### config.mk
export PLATFORM = sky130hd
export DESIGN_NAME = inst_mem_loader
export DESIGN_NICKNAME = d
export VERILOG_FILES = /design/src/rtl/inst_mem_loader.sv
export SDC_FILE = /design/constraint.sdc
export NUM_CORES = 1
export LEC_CHECK = 0
export ABC_AREA = 1
export BUFFER_PORTS_ARGS = -buffer_cell sky130_fd_sc_hd__buf_2
export CAP_MARGIN = 20
export CORE_ASPECT_RATIO = 1.4
export CORE_MARGIN = 4
export CORE_UTILIZATION = 40
export CTS_CLUSTER_SIZE = 30
export DETAILED_ROUTE_END_ITERATION = 6
export GPL_ROUTABILITY_DRIVEN = 0
export PLACE_DENSITY = 0.75
export SKIP_LAST_GASP = 1
export SYNTH_ARGS = -nofsm -noshare
export SYNTH_HDL_FRONTEND = slang
export SYNTH_SLANG_ARGS = --single-unit
export TNS_END_PERCENT = 1
### constraint.sdc
create_clock -name clk -period 2 [get_ports clk]
set_clock_uncertainty 0.05 [all_clocks]
set_input_delay 0.3 -clock clk [delete_from_list [all_inputs] [get_ports clk]]
set_output_delay 0.3 -clock clk [all_outputs]
set_load 0.02 [all_outputs]
### src/rtl/inst_mem_loader.sv
// rtl/inst_mem_loader.sv - framed byte-stream loader for the instruction memory; checksum via LOADER_CHECKSUM_EN
module inst_mem_loader #(
    parameter int          ADDR_W    = 8,
    parameter logic [31:0] BASE_ADDR = 32'h0000_0000
) (
    input  logic        clk,
    input  logic        reset,
    input  logic [7:0]  rx_data,
    input  logic        rx_valid,
    output logic        rx_ready,
    input  logic        start,
    output logic        im_we,
    output logic [31:0] im_addr,
    output logic [31:0] im_wdata,
    output logic        cpu_reset,
    output logic        load_done,
    output logic        load_err
);

    localparam logic [16:0] DEPTH_V = 17'd1 << ADDR_W;

    typedef enum logic [2:0] {
        S_SYNC  = 3'd0,
        S_CNT_H = 3'd1,
        S_CNT_L = 3'd2,
        S_DATA  = 3'd3,
        S_WRITE = 3'd4,
`ifdef LOADER_CHECKSUM_EN
        S_CHK   = 3'd5,
`endif
        S_DONE  = 3'd6,
        S_ERR   = 3'd7
    } state_t;

`ifdef LOADER_CHECKSUM_EN
    localparam state_t S_AFTER_LAST = S_CHK;
`else
    localparam state_t S_AFTER_LAST = S_DONE;
`endif

    state_t          r_state;
    state_t          w_next;
    logic [7:0]      r_cnt_h;
    logic [15:0]     r_count;
    logic [31:0]     r_asm;
    logic [1:0]      r_byte_cnt;
    logic [ADDR_W:0] r_word_idx;
`ifdef LOADER_CHECKSUM_EN
    logic [7:0]      r_sum;
    logic [7:0]      w_chk_total;
`endif

    logic            w_accept;
    logic [15:0]     w_count;
    logic            w_too_big;
    logic [ADDR_W:0] w_idx_next;
    logic            w_more;
    logic [31:0]     w_idx32;

    assign w_accept   = rx_valid & rx_ready;
    assign w_count    = {r_cnt_h, rx_data};
    assign w_too_big  = {1'b0, w_count} > DEPTH_V;
    assign w_idx_next = r_word_idx + 1'b1;
    assign w_more     = 17'(w_idx_next) < {1'b0, r_count};
    assign w_idx32    = 32'(r_word_idx);
`ifdef LOADER_CHECKSUM_EN
    assign w_chk_total = r_sum + rx_data;
`endif

    always_ff @(posedge clk) begin
        if (reset) r_state <= S_SYNC;
        else       r_state <= w_next;
    end

    always_comb begin
        w_next = r_state;
        case (r_state)
            S_SYNC:  if (w_accept && rx_data == 8'hA5) w_next = S_CNT_H;
            S_CNT_H: if (w_accept) w_next = S_CNT_L;
            S_CNT_L: begin
                if (w_accept) begin
                    if (w_too_big)             w_next = S_ERR;
                    else if (w_count == 16'd0) w_next = S_AFTER_LAST;
                    else                       w_next = S_DATA;
                end
            end
            S_DATA:  if (w_accept && r_byte_cnt == 2'd3) w_next = S_WRITE;
            S_WRITE: w_next = w_more ? S_DATA : S_AFTER_LAST;
`ifdef LOADER_CHECKSUM_EN
            S_CHK:   if (w_accept) w_next = (w_chk_total == 8'h00) ? S_DONE : S_ERR;
`endif
            S_DONE:  if (start) w_next = S_SYNC;
            S_ERR:   if (start) w_next = S_SYNC;
            default: w_next = S_SYNC;
        endcase
    end

    // Outputs decode only from registered state so rx_valid never reaches them combinationally.
    always_comb begin
        rx_ready  = 1'b0;
        im_we     = 1'b0;
        cpu_reset = 1'b1;
        load_done = 1'b0;
        load_err  = 1'b0;
        case (r_state)
            S_SYNC, S_CNT_H, S_CNT_L, S_DATA: rx_ready = 1'b1;
`ifdef LOADER_CHECKSUM_EN
            S_CHK:   rx_ready = 1'b1;
`endif
            S_WRITE: im_we = 1'b1;
            S_DONE: begin
                cpu_reset = 1'b0;
                load_done = 1'b1;
            end
            S_ERR:   load_err = 1'b1;
            default: ;
        endcase
    end

    assign im_wdata = r_asm;
    assign im_addr  = BASE_ADDR + (w_idx32 << 2);

    always_ff @(posedge clk) begin
        if (reset) begin
            r_cnt_h    <= 8'd0;
            r_count    <= 16'd0;
            r_asm      <= 32'd0;
            r_byte_cnt <= 2'd0;
            r_word_idx <= '0;
`ifdef LOADER_CHECKSUM_EN
            r_sum      <= 8'd0;
`endif
        end else begin
            case (r_state)
                S_SYNC: begin
                    r_byte_cnt <= 2'd0;
                    r_word_idx <= '0;
`ifdef LOADER_CHECKSUM_EN
                    r_sum      <= 8'd0;
`endif
                end
                S_CNT_H: if (w_accept) r_cnt_h <= rx_data;
                S_CNT_L: if (w_accept) r_count <= w_count;
                S_DATA: begin
                    if (w_accept) begin
                        r_asm      <= {r_asm[23:0], rx_data};
                        r_byte_cnt <= r_byte_cnt + 2'd1;
`ifdef LOADER_CHECKSUM_EN
                        r_sum      <= r_sum + rx_data;
`endif
                    end
                end
                S_WRITE: r_word_idx <= w_idx_next;
                default: ;
            endcase
        end
    end

endmodule

== Word-level counts from Yosys, hierarchy flattened ==
Cells that the tools add are included.

* Output and inout port bits: 69
* Bits in registers: 70
* Input port bits: 12
* Word-level logic and storage cells: 55

* Add/subtract/negate cells: 2
* Reductions and logical operators: 13
* Order comparisons: 2
* Mux-type cells: 17
* Equality and inequality tests: 14
* Bitwise operators: 1

{| class="wikitable"
|+ Operators by type and width
! operator !! number
|-
| $mux 3 || 8
|-
| $pmux 3 s6 || 1
|-
| $pmux 9 s2 || 1
|-
| $gt 16x9->1 const B || 1
|-
| $logic_not 16->1 || 1
|-
| $lt 9x16->1 || 1
|-
| $ne 2x2->1 const B || 5
|-
| $add 9x1->9 const B || 1
|-
| $eq 3x3->1 const B || 3
|-
| $eq 8x8->1 const B || 1
|-
| $reduce_and 2->1 || 4
|-
| $eq 3x2->1 const B || 2
|-
| $mux 1 || 5
|-
| $reduce_and 5->1 || 1
|-
| $pmux 2 s2 || 1
|-
| $reduce_bool 2->1 || 2
|-
| $reduce_or 4->1 || 1
|-
| $eq 3x1->1 const B || 1
|-
| $logic_not 3->1 || 1
|-
| $add 2x1->2 const B || 1
|-
| $eq 2x2->1 const B || 1
|-
| $logic_and 1x1->1 || 2
|-
| $mux 2 || 1
|-
| $ne 2x1->1 const B || 1
|-
| 2 further kinds || 2
|}

== Longest topological paths before layout ==
Gate-level depths: netlist (run 1).

* Depth after elaboration: 7
* Mapped depth: 17
* Mapped depth without buffers: 17

== Least setup slack after synthesis (run 1) ==
Ideal clock, no wire load.

* Path kind: reg-to-reg
* From: register r_word_idx[1]
* To: register r_state[2]
* Cell stages (with the launch flop): 15
* Arrival: 1.994 ns
* Period minus slack after synthesis: 2.177 ns
* Setup time: 0.134 ns
* Path buffers: 0
* Data required time: 1.816 ns
* Slack: -0.177 ns
* Cells stage by stage: dfxtp_1 > ha_1 > and3_4 > nand3_4 > nor2_2 > nand2_2 > xnor2_2 > ha_1 > and3_1 > nand2_1 > nand2_1 > nand2_1 > nand2_1 > nand2_1 > a21oi_1

* Longest elaborated chain between the ends: 4

{| class="wikitable"
|+ Ends and longest elaborated chain
! item !! line !! source
|-
| start: declaration || 47 || <nowiki>logic [ADDR_W:0] r_word_idx;</nowiki>
|-
| start signal: assignment || 153 || <nowiki>S_WRITE: r_word_idx <= w_idx_next;</nowiki>
|-
| $add 9x1->9 || 63 || <nowiki>assign w_idx_next = r_word_idx + 1'b1;</nowiki>
|-
| $lt 9x16->1 || 64 || <nowiki>assign w_more = 17'(w_idx_next) < {1'b0, r_count};</nowiki>
|-
| $mux 3 || 88 || <nowiki>S_WRITE: w_next = w_more ? S_DATA : S_AFTER_LAST;</nowiki>
|-
| $pmux 3 s6 || 77 || <nowiki>case (r_state)</nowiki>
|-
| end signal: assignment || 72 || <nowiki>else r_state <= w_next;</nowiki>
|-
| end: declaration || 41 || <nowiki>state_t r_state;</nowiki>
|}

Every way passes these cells.
A chain may end at the register's enable or synchronous reset.

== Worst setup path in the final report (run 1) ==
* From: register r_word_idx[0]
* To: register r_state[2]

The elaborated chain is that of the path after synthesis.

==> results of run 1 <==
## worst max-delay path: stages (launching register included)
cell and delay, ns:
dfxtp_4 0.36, ha_4 0.16, and3_4 0.19, nand3_4 0.07
xor2_1 0.15, inv_1 0.07, ha_1 0.27, nand2_1 0.07
o21a_1 0.18, nand2_1 0.06, nand2_1 0.06, nand2_1 0.06
nand2_1 0.04, nand2_1 0.06, nand2_1 0.05, a21oi_2 0.11
## cell type report
type / count / area, µm²
timing repair buffer: 70 / 383
multi-input combinational: 307 / 1550
tap: 100 / 125
inverter: 35 / 131
fill: 779 / 4040
clock inverter: 3 / 42.5
sequential: 70 / 1420
clock buffer: 13 / 159
## through the flow
step	TNS, ns	hold WS (ns)	utilization, %
global placement	0	0.396	45.6
global route	-0.494	0.199	48.5
finish	-0.102	0.199	48.5
CTS	-0.119	0.178	48.5
floorplan	-0.0146	0.309	-
detailed placement	-0.146	0.411	45.6
## per-layer routing
layer  routed length, µm  share of wire [%]
met5                   0                  0
met4                 142                1.9
met3                 538                7.3
met2                3560                 48
met1                3130                 42
## Yosys cell counts (all sizes together)
master	n	share of area, %
a21oi	36	5.6
a22oi	1	0.23
a31oi	1	0.19
and3	2	0.54
buf	34	8.1
clkbuf	7	0.81
conb	1	0.12
dfxtp	70	43
ha	10	3.8
inv	35	4.0
nand2	47	5.6
nand3	10	2.1
nand4	1	0.19
nor2	102	13
o211ai	3	0.69
o21a	1	0.23
o21ai	62	9.5
or2	2	0.38
xnor2	4	1.5
xor2	2	0.54
## cells in the final DEF, fill, tap and decap left out, types with 5 or more instances in the layout
cell type  instances
inv_1             30
ha_1               9
clkbuf_8          11
buf_2             57
a21oi_1           33
o21ai_0           61
nand2_1           44
nor2_1            94
buf_4             13
dfxtp_1           64
inv_2              5
conb_1            23
nand3_1            8
## power by group
group | leakage (µW) | switching, µW | internal [µW]
Clock | 0.0000996 | 517 | 644
Combinational | 0.00120 | 80.3 | 16.7
Sequential | 0.000567 | 0.459 | 1390
## cell families (layout without fill, tap and decap cells)
group | after synthesis | count (layout) | share of synthesized area, %
other cells | 1 | 23 | 0.115
flops | 70 | 70 | 43.0
compound gates | 104 | 104 | 16.5
xor+xnor | 6 | 6 | 2.07
simple gates | 164 | 164 | 21.6
fa+ha+maj | 10 | 10 | 3.84
buf+inv | 76 | 121 | 12.9
## flip-flops by register name, indices dropped and copies added, names as in the netlist
name	cells
r_word_idx	9
r_count	16
r_byte_cnt	2
r_cnt_h	8
im_wdata	32
r_state	3
## repair_timing
action,4_1_cts,5_1_grt
pin swaps,5,0
setup endpoints to repair,2,3
gates resized for setup,3,0
setup buffers,2,0
cloned,0,0
## worst paths after layout
check	start	to	slack [ns]	depth (start not counted)
hold reg to reg	r_byte_cnt[0]$_SDFFE_PP0P_	r_byte_cnt[0]$_SDFFE_PP0P_	0.42	1
setup / recovery	r_word_idx[0]$_SDFFE_PP0P_	r_state[2]$_SDFFE_PP0P_	-0.07	15
hold / removal	rx_data[1]	r_cnt_h[1]$_SDFFE_PP0P_	0.20	3
setup reg to reg	r_word_idx[0]$_SDFFE_PP0P_	r_state[2]$_SDFFE_PP0P_	-0.07	15
==> flow_metrics.tcl, run 1 <==
set metrics [dict create \
    run_status "finished with violations" \
    violations "setup timing" \
    die-area_mm2 0.00968 \
    setup_viol 2 \
    routedWlPerCell_um 12.3 \
    cts.sinks 70 \
    synthesis.area_mm2 0.00326 \
    layoutNonFillerInstCount 598 \
    use_met2_pct 26.5 \
    rows 38 \
    grt_overflow 0 \
    drive_above_1_share_pct 23.3 \
    vias_per_cell 4.74 \
    p_leak_uw 0.00187 \
    synth_area_per_cell_um2 7.56 \
    finalNetCount 515 \
    place_area_mm2 0.00358 \
    ys_types 33 \
    fin_crit_sh_pct 103 \
    end_kind "flop" \
    grt.busiest_layer "met2" \
    grt_max_degree 59 \
    routed_wl_mm 7.38 \
    rsz0062_at_grt "true" \
    power_density_mw_per_mm2 696 \
    fmax_mhz 484 \
    path_max_fanout 3 \
    arrival_ns 2.29 \
    antenna_found_initial 0 \
    cp_data_required_time_ns 2.22 \
    cts_buffers 9 \
    first_iter_violations 182 \
    grt_pass1_vias 2713 \
    worst-setup-path-type "flop to flop" \
    io_buffers 57 \
    ir_drop_uv 351 \
    syn_to_final_growth_pct 16.7 \
    route.detailed.drc 0 \
    start_util_pct 41.5 \
    p_total_uw 2650 \
    stdcell_area_mm2 0.00380 \
    ios 81 \
    yosysWarnings 0 \
    grt_pass1_wl_mm 12.6 \
    cts_tree "built" \
    dr.pass1.iters 4 \
    setup_slack_ns -0.0653 \
    dp_worst_setup_slack_ns -0.0794 \
    vias 2833 \
    hold_buffers 0 \
    root_buffer "clkbuf_8" \
    synth_seq_cells 70 \
    diodes 0 \
    core_area_mm2 0.00785 \
    worstSetupStartpointType "flop" \
    gr-usage-met3_pct 4.87 \
    clockBufferDepth 2 \
    fp.dieW_um 84.3 \
    cap_violations 0 \
    die_height_um 115 \
    numPlacedInstances 580 \
    synthesis.instances 431 \
    slew_violations 0 \
    ys_seq_area_share_pct 43.0 \
    drtAntennaViolNets 0 \
    clk_latency_ns 0.33 \
    clk_pin_slew_ns 0.07 \
    holdCritPathClass "input port to flop" \
    dp_hpwl_mm 5.26 \
    min_period_ns 2.07 \
    track_usage_pct 15.9 \
    grt_use_met1_pct 19.1 \
    cts_max_level 3 \
    finalHoldViolations 0 \
]
(Power assumes the default switching activity.)
==> run 2, diff against run 1 <==
RECOVER_POWER = 100   (was unset)
==> flow_metrics.tcl, run 2 (synthesized netlist as in run 1, its figures left out) <==
set metrics [dict create \
    run_status "finished with violations" \
    violations "setup timing" \
    path_common_cell "nand2_1" \
    slew-limit-headroom_pct 60.9 \
    route.detailed.drc 0 \
    slew_violations 0 \
    power_density_mw_per_mm2 709 \
    cts_max_level 3 \
    critPathSlowestCell "dfxtp_4" \
    largest_reg_flops 32 \
    layout_commonest_cell "nor2_1" \
    finalHoldViolations 0 \
    vias_per_cell 4.73 \
    worstSetupStartpointType "flop" \
    setup_slack_ns -0.0662 \
    p_leak_uw 0.00169 \
    layoutNonFillerInstCount 598 \
    clockBufferDepth 2 \
    final_cell_mix "nor2_1 (96), dfxtp_1 (64), o21ai_0 (61)" \
    cts.sinks 70 \
    die-area_mm2 0.00968 \
    finalNetCount 515 \
    fp.dieW_um 84.3 \
    cts_buffers 9 \
    grt_overflow 0 \
    diodes 0 \
    cp_data_required_time_ns 2.22 \
    whs_ns 0.201 \
    tightest_slew_ns 0.586 \
    numPlacedInstances 580 \
    track_usage_pct 15.9 \
    routedWlPerCell_um 12.3 \
    drtAntennaViolNets 0 \
    drive_above_1_share_pct 14.5 \
    setup_viol 2 \
    hold_buffers 0 \
    syn_to_final_growth_pct 14.4 \
    clk_latency_ns 0.33 \
    ir_drop_uv 351 \
    min_period_ns 2.07 \
    root_buffer "clkbuf_8" \
    io_buffers 57 \
    ios 81 \
    holdCritPathClass "input port to flop" \
    fin_crit_sh_pct 103 \
    fmax_mhz 484 \
    cts_tree "built" \
    routed_wl_mm 7.37 \
    slowest_delay_ns 0.36 \
    cp_cell_sequence "ha_4 -> and3_4 -> nand3_4 -> xor2_1 -> inv_1 -> ha_1 -> nand2_1 -> o21a_1 -> nand2_1 -> nand2_1 -> nand2_1 -> nand2_1 -> nand2_1 -> nand2_1 -> a21oi_2" \
    rows 38 \
    cap_violations 0 \
    start_util_pct 41.5 \
    end_kind "flop" \
    dp_hpwl_mm 5.26 \
    grt_pass1_vias 2713 \
    critPathBufInv 1 \
    first_iter_violations 229 \
    grt_max_degree 59 \
    die_height_um 115 \
    antenna_found_initial 0 \
    path_max_fanout 3 \
    crit_family "simple AND/OR/NAND/NOR gates" \
    grt_pass1_wl_mm 12.6 \
    worst-setup-path-type "flop to flop" \
    clk_pin_slew_ns 0.07 \
    core_area_mm2 0.00785 \
    dr.pass1.iters 4 \
    rsz0062_at_grt "true" \
    arrival_ns 2.29 \
    vias 2827 \
    fillers 808 \
]
[run 2: worst paths after layout]
path,from,end,slack [ns],cells past startpoint
setup / recovery,r_word_idx[0]$_SDFFE_PP0P_,r_state[2]$_SDFFE_PP0P_,-0.07,15
hold / removal,start,r_state[2]$_SDFFE_PP0P_,0.20,4
hold reg to reg,r_byte_cnt[0]$_SDFFE_PP0P_,r_byte_cnt[0]$_SDFFE_PP0P_,0.42,1
setup reg to reg,r_word_idx[0]$_SDFFE_PP0P_,r_state[2]$_SDFFE_PP0P_,-0.07,15
[run 2: cell type report]
type	instances	area (µm²)	share of cell area, %
tap	100	125	3.35
sequential	70	1420	38.0
clock inverter	3	42.5	1.14
inverter	35	131	3.52
multi-input combinational	307	1530	41.0
timing repair buffer	70	328	8.79
clock buffer	13	159	4.26
[run 2: metal layers]
| metal | GRT usage [%] | up-vias | routed length, µm |
|---|---|---|---|
| li1 | - | 1460 | - |
| met2 | 26.5 | 90 | 3580 |
| met5 | 0 | - | 0 |
| met3 | 4.87 | 13 | 551 |
| met4 | 6.65 | 0 | 142 |
| met1 | 19.1 | 1264 | 3100 |
[run 2: report_power, final]
part	internal [µW]	switching (µW)	leakage (µW)
clock network	644	514	0.0000996
registers	1390	0.451	0.000567
logic	16.5	79.0	0.00103
[run 2: tightest hold or removal path, stage by stage]
cell and delay, ns:
buf_2 0.08, nor2_1 0.04, nand2_1 0.07, a21oi_2 0.05
[run 2: what timing repair did]
item,4_1_cts,5_1_grt
buffers inserted,2,0
pin swaps,5,0
endpoints found under the setup margin,2,3
resized for setup,3,0
gates cloned,0,0
[run 2: through the flow]
| stage | setup TNS [ns] | power (µW) | worst slack, ns | area, µm² | utilization [%] |
|---|---|---|---|---|---|
| 2_1_floorplan | -0.0146 | 1530 | -0.0146 | 3380 | - |
| 3_3_place_gp | 0 | 1520 | 0.000976 | 3580 | 45.6 |
| 3_5_place_dp | -0.146 | 1520 | -0.0794 | 3580 | 45.6 |
| 4_1_cts | -0.119 | 2660 | -0.0759 | 3800 | 48.5 |
| 5_1_grt | -1.57 | 2750 | -0.247 | 3730 | 47.5 |
| 6_report | -0.0982 | 2640 | -0.0662 | 3730 | 47.5 |
==> run 3, diff against run 2 <==
BUFFER_PORTS_ARGS = unset   (was -buffer_cell sky130_fd_sc_hd__buf_2)
DONT_BUFFER_PORTS = 1   (was unset)
HOLD_SLACK_MARGIN = 0.02   (was unset)
PLACE_DENSITY = 0.66   (was 0.75)
==> flow_metrics.tcl, run 3 (synthesized netlist as in run 1, its figures left out) <==
set metrics [dict create \
    die_height_um 115 \
    grt_max_degree 46 \
    numPlacedInstances 533 \
    rows 38 \
    clk_pin_slew_ns 0.07 \
    violations "hold timing, setup timing" \
    dp_hpwl_mm 5.24 \
    die-area_mm2 0.00968 \
    setup_viol 2 \
    grt_pass1_vias 2567 \
    power_density_mw_per_mm2 752 \
    worst-setup-path-type "flop to flop" \
    core_area_mm2 0.00785 \
    grt_pass1_wl_mm 12.2 \
    min_period_ns 2.05 \
    root_buffer "clkbuf_8" \
    syn_to_final_growth_pct 11.4 \
    slew-limit-headroom_pct 60.9 \
    layout_commonest_cell "nor2_1" \
    end_kind "flop" \
    hold_buffers 2 \
    post-route-util_pct 46.3 \
    cts_max_level 3 \
    cts_tree "built" \
    layoutNonFillerInstCount 553 \
    holdCritPathClass "input port to flop" \
    io_buffers 0 \
    finalNetCount 470 \
    path_max_fanout 4 \
    finalHoldViolations 10 \
    cts_buffers 9 \
    antenna_found_initial 0 \
    cap_violations 0 \
    routed_wl_mm 7.20 \
    first_iter_violations 150 \
    p_clk_share_pct 46.3 \
    p_comb_share_pct 2.8 \
    vias 2636 \
    pwr-share-seq_pct 50.9 \
    p_sw_uw 593 \
    tightest_slew_ns 0.587 \
    ios 81 \
    stdcell_area_mm2 0.00363 \
    final_cell_mix "nor2_1 (95), dfxtp_1 (64), o21ai_0 (61)" \
    fmax_mhz 489 \
    whs_ns -0.0436 \
    fin_crit_sh_pct 102 \
    crit_start "r_word_idx[0]$_SDFFE_PP0P_" \
    arrival_ns 2.29 \
    route.detailed.drc 0 \
    place_area_mm2 0.00338 \
    p_total_uw 2730 \
    p_int_uw 2140 \
    vias_per_cell 4.77 \
    drtAntennaViolNets 0 \
    cp_data_required_time_ns 2.24 \
    min-delay-start "reset" \
    fp.dieW_um 84.3 \
    fillers 794 \
    r2r_start "r_word_idx[0]$_SDFFE_PP0P_" \
    diodes 0 \
    rsz0062_at_grt "true" \
    clockBufferDepth 2 \
    setup_slack_ns -0.0468 \
    cts.sinks 70 \
    p_sw_share_pct 21.7 \
    drive_above_1_share_pct 14.3 \
    track_usage_pct 15.6 \
    p_leak_uw 0.00165 \
    worstSetupStartpointType "flop" \
    clk_latency_ns 0.35 \
    grt_overflow 0 \
    routedWlPerCell_um 13.0 \
    slew_violations 0 \
    largest_reg_flops 32 \
    ir_drop_uv 447 \
    start_util_pct 41.5 \
    dr.pass1.iters 4 \
    run_status "finished with violations" \
]
==> run 3: area by class of cell <==
class / instances / area, µm² / share of cell area (%)
Multi-Input combinational cell: 307 / 1540 / 42.4
Tap cell: 100 / 125 / 3.44
Timing Repair Buffer: 25 / 195 / 5.37
Clock inverter: 5 / 82.6 / 2.27
Sequential cell: 70 / 1420 / 39.0
Inverter: 35 / 131 / 3.62
Clock buffer: 11 / 141 / 3.89
==> run 3: worst max-delay path: stages, from the launching register on <==
cell	delay, ns
dfxtp_4	0.38
inv_2	0.06
nor2_4	0.11
nand2_1	0.07
nor2_2	0.09
nand2_1	0.09
xnor2_2	0.15
ha_1	0.32
nand2_1	0.07
o21a_1	0.18
nand2_1	0.06
nand2_1	0.06
nand2_1	0.06
nand2_1	0.05
nand2_1	0.06
nand2_1	0.05
a21oi_2	0.10
==> run 3: layer usage <==
metal	track usage, %	wire [µm]	part of all wire (%)
met1	18.0	2960	41
met5	0	0	0
met3	5.59	594	8.3
met2	26.0	3520	49
met4	6.97	125	1.7
==> run 3: through the flow <==
step | setup TNS (ns) | worst slack, ns
5_1_grt | -1.32 | -0.224
6_report | -0.0891 | -0.0468
3_3_place_gp | 0 | 0.00534
2_1_floorplan | -0.0146 | -0.0146
4_1_cts | -0.0764 | -0.0429
3_5_place_dp | -0.133 | -0.0730
==> run 3: path summary, 6_finish.rpt <==
| path | endpoint | slack [ns] | depth (start not counted) |
|---|---|---|---|
| max | r_state[2]$_SDFFE_PP0P_ | -0.05 | 16 |
| min | r_word_idx[8]$_SDFFE_PP0P_ | -0.04 | 1 |
| max reg2reg | r_state[2]$_SDFFE_PP0P_ | -0.05 | 16 |
| min reg2reg | r_byte_cnt[0]$_SDFFE_PP0P_ | 0.42 | 1 |
==> run 3: power groups by stage <==
stage | clock network [µW] | logic [µW] | registers, µW
final | 1270 | 76.6 | 1390
after global routing | 1350 | 84.0 | 1390
after CTS | 1300 | 76.0 | 1390
after detailed placement | 0 | 75.9 | 1420
after global placement | 0 | 75.6 | 1420
after floorplan | 0 | 103 | 1420
==> run 3: timing repair <==
item / 4_1_cts / 5_1_grt
resized for setup: 2 / 1
setup buffers: 2 / 0
hold endpoints to repair: 12 / 10
pin swaps: 4 / 1
endpoints found under the setup margin: 2 / 7
